[config.mk]
export PLATFORM = sky130hd
export DESIGN_NAME = axi_read_arbiter
export DESIGN_NICKNAME = d
export VERILOG_FILES = /design/src/rtl/axi_read_arbiter.sv
export SDC_FILE = /design/constraint.sdc
export NUM_CORES = 1
export LEC_CHECK = 0
export CAP_MARGIN = 20
export CORE_ASPECT_RATIO = 1.5
export CORE_MARGIN = 10
export CORE_UTILIZATION = 25
export DETAILED_ROUTE_END_ITERATION = 7
export HOLD_SLACK_MARGIN = 0.08
export PLACE_DENSITY_LB_ADDON = 0.12
export RECOVER_POWER = 25
export SYNTH_ARGS = -nofsm -noshare
export SYNTH_HDL_FRONTEND = slang
export SYNTH_SLANG_ARGS = --single-unit
export TNS_END_PERCENT = 100
[constraint.sdc]
create_clock -name clk -period 2.2 [get_ports clk]
set_input_delay 0.66 -clock clk [delete_from_list [all_inputs] [get_ports clk]]
set_output_delay 0.66 -clock clk [all_outputs]
set_load 0.02 [all_outputs]
[src/rtl/axi_read_arbiter.sv]
// Round-robin arbiter sharing one AXI4 read channel (AR + R) between the
// I-cache and D-cache refill engines; one INCR burst per granted request.
module axi_read_arbiter #(
    parameter int ADDR_W = 64,
    parameter int DATA_W = 32,
    parameter int BEATS  = 16
) (
    input  logic              clk,
    input  logic              srst,
    input  logic              i_i_req,
    input  logic [ADDR_W-1:0] i_i_addr,
    input  logic              i_d_req,
    input  logic [ADDR_W-1:0] i_d_addr,
    output logic              o_i_rvalid,
    output logic              o_d_rvalid,
    output logic [DATA_W-1:0] o_rdata,
    output logic              o_i_done,
    output logic              o_d_done,
    output logic              o_err,
    output logic              o_ar_valid,
    input  logic              i_ar_ready,
    output logic [ADDR_W-1:0] o_ar_addr,
    output logic [7:0]        o_ar_len,
    output logic [2:0]        o_ar_size,
    output logic [1:0]        o_ar_burst,
    input  logic              i_r_valid,
    input  logic [DATA_W-1:0] i_r_data,
    input  logic              i_r_last,
    input  logic [1:0]        i_r_resp,
    output logic              o_r_ready
);

    localparam int CNT_W = $clog2(BEATS) + 1;
    localparam int OFF_W = $clog2(BEATS * DATA_W / 8);
    localparam logic [ADDR_W-1:0] ADDR_MASK = ~((ADDR_W'(1) << OFF_W) - ADDR_W'(1));
    localparam logic [CNT_W-1:0]  LAST_CNT  = CNT_W'(BEATS - 1);
    localparam logic [CNT_W-1:0]  CNT_MAX   = {CNT_W{1'b1}};

    typedef enum logic [1:0] {
        IDLE,
        ADDR,
        DATA
    } state_t;

    state_t             state, state_nx;
    logic               owner_d, owner_d_nx;
    logic [ADDR_W-1:0]  addr_q, addr_nx;
    logic [CNT_W-1:0]   cnt_q, cnt_nx;
    logic               err_q, err_nx;
    logic               prio_d, prio_d_nx;
    logic               grant_d;
    logic               resp_bad;

    always_ff @(posedge clk) begin
        if (srst) begin
            state   <= IDLE;
            owner_d <= 1'b0;
            addr_q  <= '0;
            cnt_q   <= '0;
            err_q   <= 1'b0;
            prio_d  <= 1'b1;
        end else begin
            state   <= state_nx;
            owner_d <= owner_d_nx;
            addr_q  <= addr_nx;
            cnt_q   <= cnt_nx;
            err_q   <= err_nx;
            prio_d  <= prio_d_nx;
        end
    end

    always_comb begin
        state_nx   = state;
        owner_d_nx = owner_d;
        addr_nx    = addr_q;
        cnt_nx     = cnt_q;
        err_nx     = err_q;
        prio_d_nx  = prio_d;
        grant_d    = 1'b0;
        resp_bad   = (i_r_resp != 2'b00);
        o_i_rvalid = 1'b0;
        o_d_rvalid = 1'b0;
        o_rdata    = '0;
        o_i_done   = 1'b0;
        o_d_done   = 1'b0;
        o_err      = 1'b0;
        o_ar_valid = 1'b0;
        o_ar_addr  = '0;
        o_ar_len   = '0;
        o_ar_size  = '0;
        o_ar_burst = '0;
        o_r_ready  = 1'b0;

        case (state)
            IDLE: begin
                // The loser of this grant becomes the preferred requester next time.
                if (i_i_req || i_d_req) begin
                    grant_d    = i_d_req && (!i_i_req || prio_d);
                    owner_d_nx = grant_d;
                    addr_nx    = grant_d ? i_d_addr : i_i_addr;
                    prio_d_nx  = !grant_d;
                    state_nx   = ADDR;
                end
            end
            ADDR: begin
                o_ar_valid = 1'b1;
                o_ar_addr  = addr_q & ADDR_MASK;
                o_ar_len   = 8'(BEATS - 1);
                o_ar_size  = 3'($clog2(DATA_W / 8));
                o_ar_burst = 2'b01;
                if (i_ar_ready) begin
                    cnt_nx   = '0;
                    err_nx   = 1'b0;
                    state_nx = DATA;
                end
            end
            DATA: begin
                o_r_ready = 1'b1;
                if (i_r_valid) begin
                    o_rdata    = i_r_data;
                    o_i_rvalid = !owner_d;
                    o_d_rvalid = owner_d;
                    // Saturating so an overlong burst can never wrap back to LAST_CNT.
                    if (cnt_q != CNT_MAX) begin
                        cnt_nx = cnt_q + CNT_W'(1);
                    end
                    if (resp_bad) begin
                        err_nx = 1'b1;
                    end
                    if (i_r_last) begin
                        o_i_done = !owner_d;
                        o_d_done = owner_d;
                        o_err    = err_q || resp_bad || (cnt_q != LAST_CNT);
                        state_nx = IDLE;
                    end
                end
            end
            default: begin
                state_nx = IDLE;
            end
        endcase
    end

endmodule

Yosys cells after proc, flatten, opt, wreduce, memory -nomap -nowiden

Index checks and enable logic that the tools add are counted.
W data, S select, Z words.

$add $sub $neg: 1
Multiply operators: 0
Div/mod/pow operators: 0
Magnitude comparators: 0
Equal/unequal tests: 10
Shifts and indexed selects: 0
Mux-type cells: 35
Bitwise logic cells: 0
Reduce and logical (&&, ||, !) cells: 15

Operators with widths:

| kind                  | number |
|---|---|
| $mux W64              | 2 |
| $mux W32              | 2 |
| $mux W1               | 19 |
| $mux W5               | 3 |
| $ne A2 B2 Y1 const B  | 6 |
| $reduce_and A4 Y1     | 3 |
| $mux W2               | 5 |
| $pmux W5 S2           | 1 |
| $pmux W2 S3           | 1 |
| $add A5 B1 Y5 const B | 1 |
| $ne A5 B4 Y1 const B  | 1 |
| $ne A5 B5 Y1 const B  | 1 |
| $logic_or A1 B1 Y1    | 4 |
| $mux W4               | 1 |
| $reduce_bool A2 Y1    | 2 |
| $logic_not A1 Y1      | 3 |
| $eq A2 B1 Y1 const B  | 1 |
| $eq A2 B2 Y1 const B  | 1 |
| $logic_not A2 Y1      | 1 |
| $pmux W1 S2           | 1 |
| $reduce_and A2 Y1     | 1 |
| $logic_and A1 B1 Y1   | 1 |

Bits in registers: 74
Latch bits: 0
Bits in writable memories: 0
ROM bits: 0
Input bits: 169
Output and inout port bits: 116
Logic and storage cells: 67
Memories: 0

Longest topological paths before layout

Gate-level depths: netlist (run 1).

Depth in word-level cells: 6
Gate-level depth with buffers: 6
Gate-level depth less buffers: 6

Worst setup path before layout (run 1)

No wires, ideal clock.

Path type: reg2out
Start point: register state[1]
End point: output o_ar_addr[53]
Data arrival time: 1.470 ns
Required time: 1.540 ns
Slack: 0.070 ns
Cell stages (with the launch flop): 5
Cells stage by stage: dfxtp_1 -> buf_2 -> and2b_1 -> clkbuf_1 -> and2_1

Longest elaborated chain between the ends: 2

RTL lines:

| element                | line | text |
|---|---|---|
| start, declared        | 45   | `state_t state, state_nx;` |
| start signal, assigned | 63   | `state <= state_nx;` |
| $eq A2 B1 Y1           | 94   | `case (state)` |
| $mux W64               | 94   |  |
| end, declared          | 22   | `output logic [ADDR_W-1:0] o_ar_addr,` |

No other way between the ends.

Worst setup path in the final report (run 1)

Start point: input i_r_valid
End point: output o_rdata[9]

Longest elaborated chain between the ends: 2

RTL lines:

| element         | line | text |
|---|---|---|
| start, declared | 26   | `input logic i_r_valid,` |
| $mux W32        | 119  | `if (i_r_valid) begin` |
| $mux W32        | 94   |  |
| end, declared   | 16   | `output logic [DATA_W-1:0] o_rdata,` |

No other way between the ends.

==> run_results.csv, run 1 <==
group,metric,value,unit
run_status,outcome,"finished, violations left",
run_status,violations,"negative setup slack",
setup_path,crit_start,"i_r_valid",
setup_path,sequence_of_cells_on_the_critical_path,"buf_6, and3b_2, buf_12, buf_16, buf_8, and2_4, buf_6",
setup_path,ws_path_type,"primary input to output pin",
floorplan,fp.dieW,122,um
floorplan,total_die_area,0.0212,sq mm
timing,period_needed,2.32,ns
setup_path,cp_slowest_cell,"and3b_2",
clock_network,cts_root_buffer,"clkbuf_16",
yosys,ys_warn_count,0,
timing,max_slew.worst_pin.slew,1.09,ns
clock_network,path_clk_slew,0.05,ns
placement,port_buffers,259,
global_routing,top_usage_layer,"met2",
power,static-leakage-power,3.08,nW
clock_network,clk_lat_worst_skew,0.33,ns
timing,report.final.slew_viol_count,0,
clock_network,tritoncts_clock_tree,"done",
floorplan,core_area,0.0156,sq mm
power,report.power.total,4.08,mW
global_routing,number_of_global_route_vias_before_repair,5226,
route,drt_first_iter_violations,263,
setup_path,cp.arrival,1.66,ns
route,detail_route.wirelength,21100,um
route,drt_pass1_iterations,5,
floorplan,row_count,56,
route,route.antenna.remaining_nets,0,
yosys,post_synth_edffs,0,
timing,setup_viol_count_final,34,
yosys,synthesized_cell_area,0.00392,sq mm
finish,postLayoutCellArea,0.00762,sq mm
setup_path,required,1.54,ns
placement,postPlaceCellArea,0.00681,sq mm
yosys,yosysTopAreaCellShare,0.347,
yosys,post_synthesis_register_bit_count,68,
timing,skew,0.0113,ns
yosys,synthFlopType,"dfxtp_1",
power,p_per_area,536,mW/mm^2
placement,place.gp.congestion,0.840,
yosys,ys_async_sr_fraction,0,
setup_path,cp_top_family,"buffers and inverters",
setup_path,cp-end-kind,"output pin",
timing,post-route-period-util,1.05,
timing,fmax,431,MHz
placement,placedCellCount,955,
route,dr_total_vias,4957,
timing,hold_viol_final,0,
clock_network,hold_buffers,0,
global_routing,grt_pass1_wl,31000,um
setup_path,critical_path.most_common_cell,"buf_6",
setup_path,critPathMaxFanout,8,
yosys,synth_largest_area_cell,"dfxtp_1",
power,max-vdd-ir-drop,0.296,mV
timing,finalHoldWorstSlack,0.480,ns
yosys,syn_inst,523,
setup_path,worst_setup_path_start_kind,"primary input",
worst_hold_path,worstHoldPathType,"register to register",
worst_hold_path,hold_depth,2,
clock_network,cts_made_buffers,9,
setup_path,r2r_start,"state[1]$_SDFFE_PP0P_",
route,wire_per_inst,21.2,um
route,routed_via_density,4.98,
route,route.detailed.drc,0,
timing,max_slew_margin,0.275,
global_routing,grt.overflow.total,0,
setup_path,r2r_setup_slack,0.26,ns
floorplan,num_io_pins,285,
finish,design.final.nets,957,
global_routing,use_met2,0.335,
yosys,synth_seq_area_share,0.347,
global_routing,met3_usage,0.0427,
global_routing,antenna_violations_before_repair,3,
setup_path,worstRegToRegCells,4,
global_routing,track_usage,0.188,
setup_path,critical_path_cell_count,7,
timing,fin_tns_setup,-1.63,ns
floorplan,die_height,173,um
global_routing,met1_usage,0.210,
yosys,avgSynthCellArea,7.50,sq um
placement,dp_slack,-0.782,ns
worst_hold_path,min_delay_src,"addr_q[59]$_SDFFE_PP0P_",
clock_network,cts_num_sinks,68,
finish,post_route_cells_drive_above_1_share,0.318,
timing,grt_setup_unrepaired,"true",
setup_path,worst_path_largest_cell_delay,0.22,ns
yosys,synth_top_cells_by_area,"dfxtp_1 (35%), nand3_1 (15%), and2_1 (15%)",
clock_network,maximum_clock_insertion_buffer_count,2,
finish,area_growth_syn_to_layout,94.4,%
global_routing,grt_start_max_net_pins,59,
setup_path,crit_path_buf_inv_count,5,
placement,dpl.hpwl,14800,um
finish,final_cells,995,
yosys,synth.lib_cells_used.distinct,37,
finish,final_util,0.490,
timing,final_worst_slack,-0.118,ns
floorplan,floorplan.initialDensity,0.252,
job,max-cap-violations,0,
clock_network,htree_num_levels,3,
==> worst register-to-register path, stage by stage, from the launching register on <==
cell and delay [ns]:
dfxtp_2 0.34, buf_4 0.17, or2_2 0.83, o21ai_0 0.29, a31oi_1 0.23
==> state kept, by name (all words and copies together), names as in the netlist <==
register and cells:
addr_q 58, state 2, prio_d 1, owner_d 1, err_q 1, cnt_q 5
==> cells in the mapped netlist, types with 2 or more instances <==
master	count
clkbuf_2	4
a21oi_1	6
nand2b_1	5
o21ai_0	55
nand3_1	120
dfxtp_1	68
a31oi_1	58
and2_1	93
ha_1	3
buf_2	10
o21ai_1	5
inv_1	3
nor2_1	4
nor2b_1	2
buf_4	23
clkbuf_1	37
nand2_1	7
==> kinds of logic (layout without fill, tap and decap cells) <==
logic type	count (synthesis)	in the layout	synth area share
AO/OA/AOI/OAI	131	131	0.192
adder cells (fa/ha/maj)	3	3	0.00957
buffers and inverters	78	332	0.103
flip-flops	68	68	0.347
other	1	16	0.000956
AND/OR/NAND/NOR	242	242	0.348
==> layout by cell type (no fill, tap or decap), drive strengths merged <==
cell           instances
a211o                  1
nor2b                  2
a41oi                  1
nand2b                 5
and4bb                 1
o22ai                  1
buf                  152
clkbuf                20
a211oi                 1
nand2                  7
nor4b                  1
dfxtp                 68
and3b                  1
conb                  13
clkinv                 2
a311oi                 1
inv                    3
or2                    1
nand4bb                1
a21oi                  6
and3                   1
a22oi                  1
nor2                   5
a21boi                 1
nand3b                 1
o21ai                 60
dlygate4sd3            2
a31oi                 58
dlygate4sd2            3
ha                     3
nand3                120
diode                  3
and2                  93
nor3b                  1
clkdlybuf4s50        150
nand4b                 1
and2b                  1
==> where the power goes <==
| group | switching [mW] | internal [mW] | total (mW) | leakage, nW |
|---|---|---|---|---|
| combinational | 0.654 | 0.690 | 1.34 | 2.38 |
| sequential | 0.0509 | 1.35 | 1.40 | 0.560 |
| clock | 0.527 | 0.815 | 1.34 | 0.135 |
| total | 1.23 | 2.85 | 4.08 | 3.08 |
==> routing by layer <==
layer  part of all wire  vias up
met5                  0        -
met4              0.027        0
met3              0.052       30
met2               0.53      167
met1               0.39     2406
li1                   -     2354
==> path summary, 6_finish.rpt <==
check / to
min: addr_q[59]$_SDFFE_PP0P_
min reg2reg: addr_q[59]$_SDFFE_PP0P_
max reg2reg: addr_q[41]$_SDFFE_PP0P_
max: o_rdata[9]
==> layout make-up <==
| class | instances | area [sq um] |
|---|---|---|
| fill | 1555 | 7930 |
| timing repair buffer | 314 | 3280 |
| multi-input combinational | 389 | 2430 |
| sequential | 68 | 1370 |
| clock buffer | 13 | 260 |
| tap | 203 | 254 |
| inverter | 3 | 11.3 |
| clock inverter | 2 | 10.0 |
| antenna | 3 | 7.51 |
==> timing repair <==
action,4_1_cts,5_1_grt
gates resized for setup,583,32
pin swaps,36,23
cloned,7,2
setup buffers,13,2
setup endpoints to repair,102,73
No activity file was read; power rests on OpenSTA's default activity.
==> run 2: changes to the inputs <==
- PLACE_DENSITY: default -> 0.66
- PLACE_DENSITY_LB_ADDON: 0.12 -> default
==> run_results.csv, run 2 (synthesis results as in run 1) <==
group,metric,value,unit
floorplan,floorplan.initialDensity,0.252,
setup_path,critical_path.most_common_cell,"buf_6",
timing,hold_viol_final,0,
route,route.detailed.drc,0,
run_status,outcome,"finished, violations left",
setup_path,worst_setup_path_start_kind,"primary input",
clock_network,maximum_clock_insertion_buffer_count,2,
floorplan,fp.dieW,122,um
power,p_per_area,570,mW/mm^2
clock_network,tritoncts_clock_tree,"done",
setup_path,sequence_of_cells_on_the_critical_path,"buf_6, and3b_2, buf_8, buf_12, buf_16, and2_4, buf_6",
timing,max_slew.worst_pin.slew,0.533,ns
route,drt_first_iter_violations,211,
placement,dpl.hpwl,13000,um
clock_network,cts_root_buffer,"clkbuf_16",
timing,skew,0.00734,ns
route,wire_per_inst,18.9,um
power,report.power.total,3.98,mW
timing,final_worst_slack,-0.0723,ns
timing,fmax,440,MHz
finish,area_growth_syn_to_layout,78.3,%
timing,post-route-period-util,1.03,
route,detail_route.wirelength,18400,um
power,static-leakage-power,2.86,nW
finish,layout_common_cells,"clkdlybuf4s50_1 (151), nand3_1 (120), and2_1 (78)",
global_routing,track_usage,0.162,
timing,grt_setup_unrepaired,"true",
floorplan,core_area,0.0156,sq mm
floorplan,die_height,173,um
setup_path,cp_slowest_cell,"and3b_2",
setup_path,cp.arrival,1.61,ns
job,max-cap-violations,0,
route,routed_via_density,4.95,
timing,setup_viol_count_final,26,
clock_network,clk_lat_worst_skew,0.33,ns
global_routing,grt_pass1_wl,27300,um
floorplan,num_io_pins,285,
finish,ff_latch_area,0.00137,sq mm
placement,placedCellCount,951,
route,dr_total_vias,4817,
clock_network,htree_num_levels,3,
timing,report.final.slew_viol_count,0,
placement,port_buffers,259,
finish,fill_cells,1590,
setup_path,required,1.54,ns
finish,top_regs,"addr_q x58, cnt_q x5, state x2",
timing,period_needed,2.27,ns
clock_network,cts_made_buffers,9,
setup_path,crit_start,"i_r_valid",
worst_hold_path,worstHoldPathType,"register to register",
route,route.antenna.remaining_nets,0,
finish,multi_input_area,0.00230,sq mm
worst_hold_path,min_delay_src,"addr_q[6]$_SDFFE_PP0P_",
finish,design.final.nets,938,
run_status,violations,"negative setup slack",
finish,antennaDiodeCount,0,
global_routing,grt_start_max_net_pins,60,
finish,final_cells,974,
global_routing,grt.overflow.total,0,
placement,place.gp.congestion,0.806,
floorplan,row_count,56,
route,drt_pass1_iterations,4,
clock_network,cts_num_sinks,68,
finish,layout_commonest_cell,"clkdlybuf4s50_1",
global_routing,antenna_violations_before_repair,1,
setup_path,worst_path_largest_cell_delay,0.21,ns
timing,finalHoldWorstSlack,0.476,ns
finish,largest_reg_flops,58,
global_routing,number_of_global_route_vias_before_repair,4797,
floorplan,total_die_area,0.0212,sq mm
setup_path,ws_path_type,"primary input to output pin",
timing,max_slew_margin,0.641,
setup_path,critPathMaxFanout,4,
setup_path,r2r_start,"cnt_q[1]$_SDFFE_PP0P_",
finish,registers.top_by_ff_count,"addr_q",
clock_network,path_clk_slew,0.05,ns
setup_path,cp-end-kind,"output pin",
finish,post_route_cells_drive_above_1_share,0.235,
power,max-vdd-ir-drop,0.309,mV
run 2: cell types whose count changed in the layout (fill, tap and decap cells not counted), sizes merged:
| cell | previous run | this run |
|---|---|---|
| diode | 3 | 0 |
| dlygate4sd2 | 3 | 5 |
| clkdlybuf4s50 | 150 | 151 |
| buf | 152 | 133 |
| clkinvlp | 0 | 1 |
| bufinv | 0 | 1 |
| clkinv | 2 | 3 |
| clkbuf | 20 | 15 |
run 2: where the power goes:
group          internal (mW)  leakage, nW  switching (mW)
Combinational          0.559         2.16           0.601
Clock                  0.873        0.139           0.561
Sequential              1.35        0.561          0.0447
Total                   2.78         2.86            1.21
run 2: layout make-up:
cell class	count	share of cell area
timing repair buffer	295	0.398
multi-input combinational	389	0.328
sequential	68	0.195
tap	203	0.0363
clock buffer	11	0.0333
clock inverter	5	0.00751
inverter	3	0.00161
run 2: critical path: cells and delay by family:
family        cells  cell delay, ns
buf+inv           5            0.60
simple gates      2            0.34
run 2: timing repair:
item                                    in CTS  in global routing
endpoints found under the setup margin     100                 56
pin swaps                                   15                  4
buffers inserted                             3                  1
gates cloned                                 4                  0
resized for setup                          439                 49
hold buffers                                 0                  0
run 2: metal layers:
metal / routed length [um] / part of all wire / up-vias / track usage
met5: 16 / 0.00087 / - / 0
met4: 533 / 0.029 / 2 / 0.0631
met3: 1530 / 0.083 / 34 / 0.0505
li1: - / - / 2309 / -
met2: 9200 / 0.50 / 220 / 0.283
met1: 7140 / 0.39 / 2252 / 0.177
run 2: worst paths after layout:
path | slack [ns] | depth (start not counted) | endpoint
setup / recovery | -0.07 | 7 | o_rdata[27]
hold / removal | 0.48 | 2 | addr_q[6]$_SDFFE_PP0P_
setup reg to reg | 0.36 | 6 | cnt_q[3]$_SDFFE_PP0P_
hold reg to reg | 0.48 | 2 | addr_q[6]$_SDFFE_PP0P_
run 2: per-stage QoR:
stage	utilization	TNS (ns)	area, sq um	setup WS (ns)
CTS	0.464	-1.23	7220	-0.142
detailed placement	0.440	-26.94	6840	-0.741
finish	0.450	-0.911	6990	-0.0723
floorplan	-	0	3970	0.0704
global route	0.450	-2.22	6990	-0.102
global placement	0.440	-26.29	6840	-0.715
==> run 3: changes to the inputs <==
- GPL_ROUTABILITY_DRIVEN: default -> 0
==> results of run 3 <==
No change in the layout: final DEF, timing and power equal those of run 2.
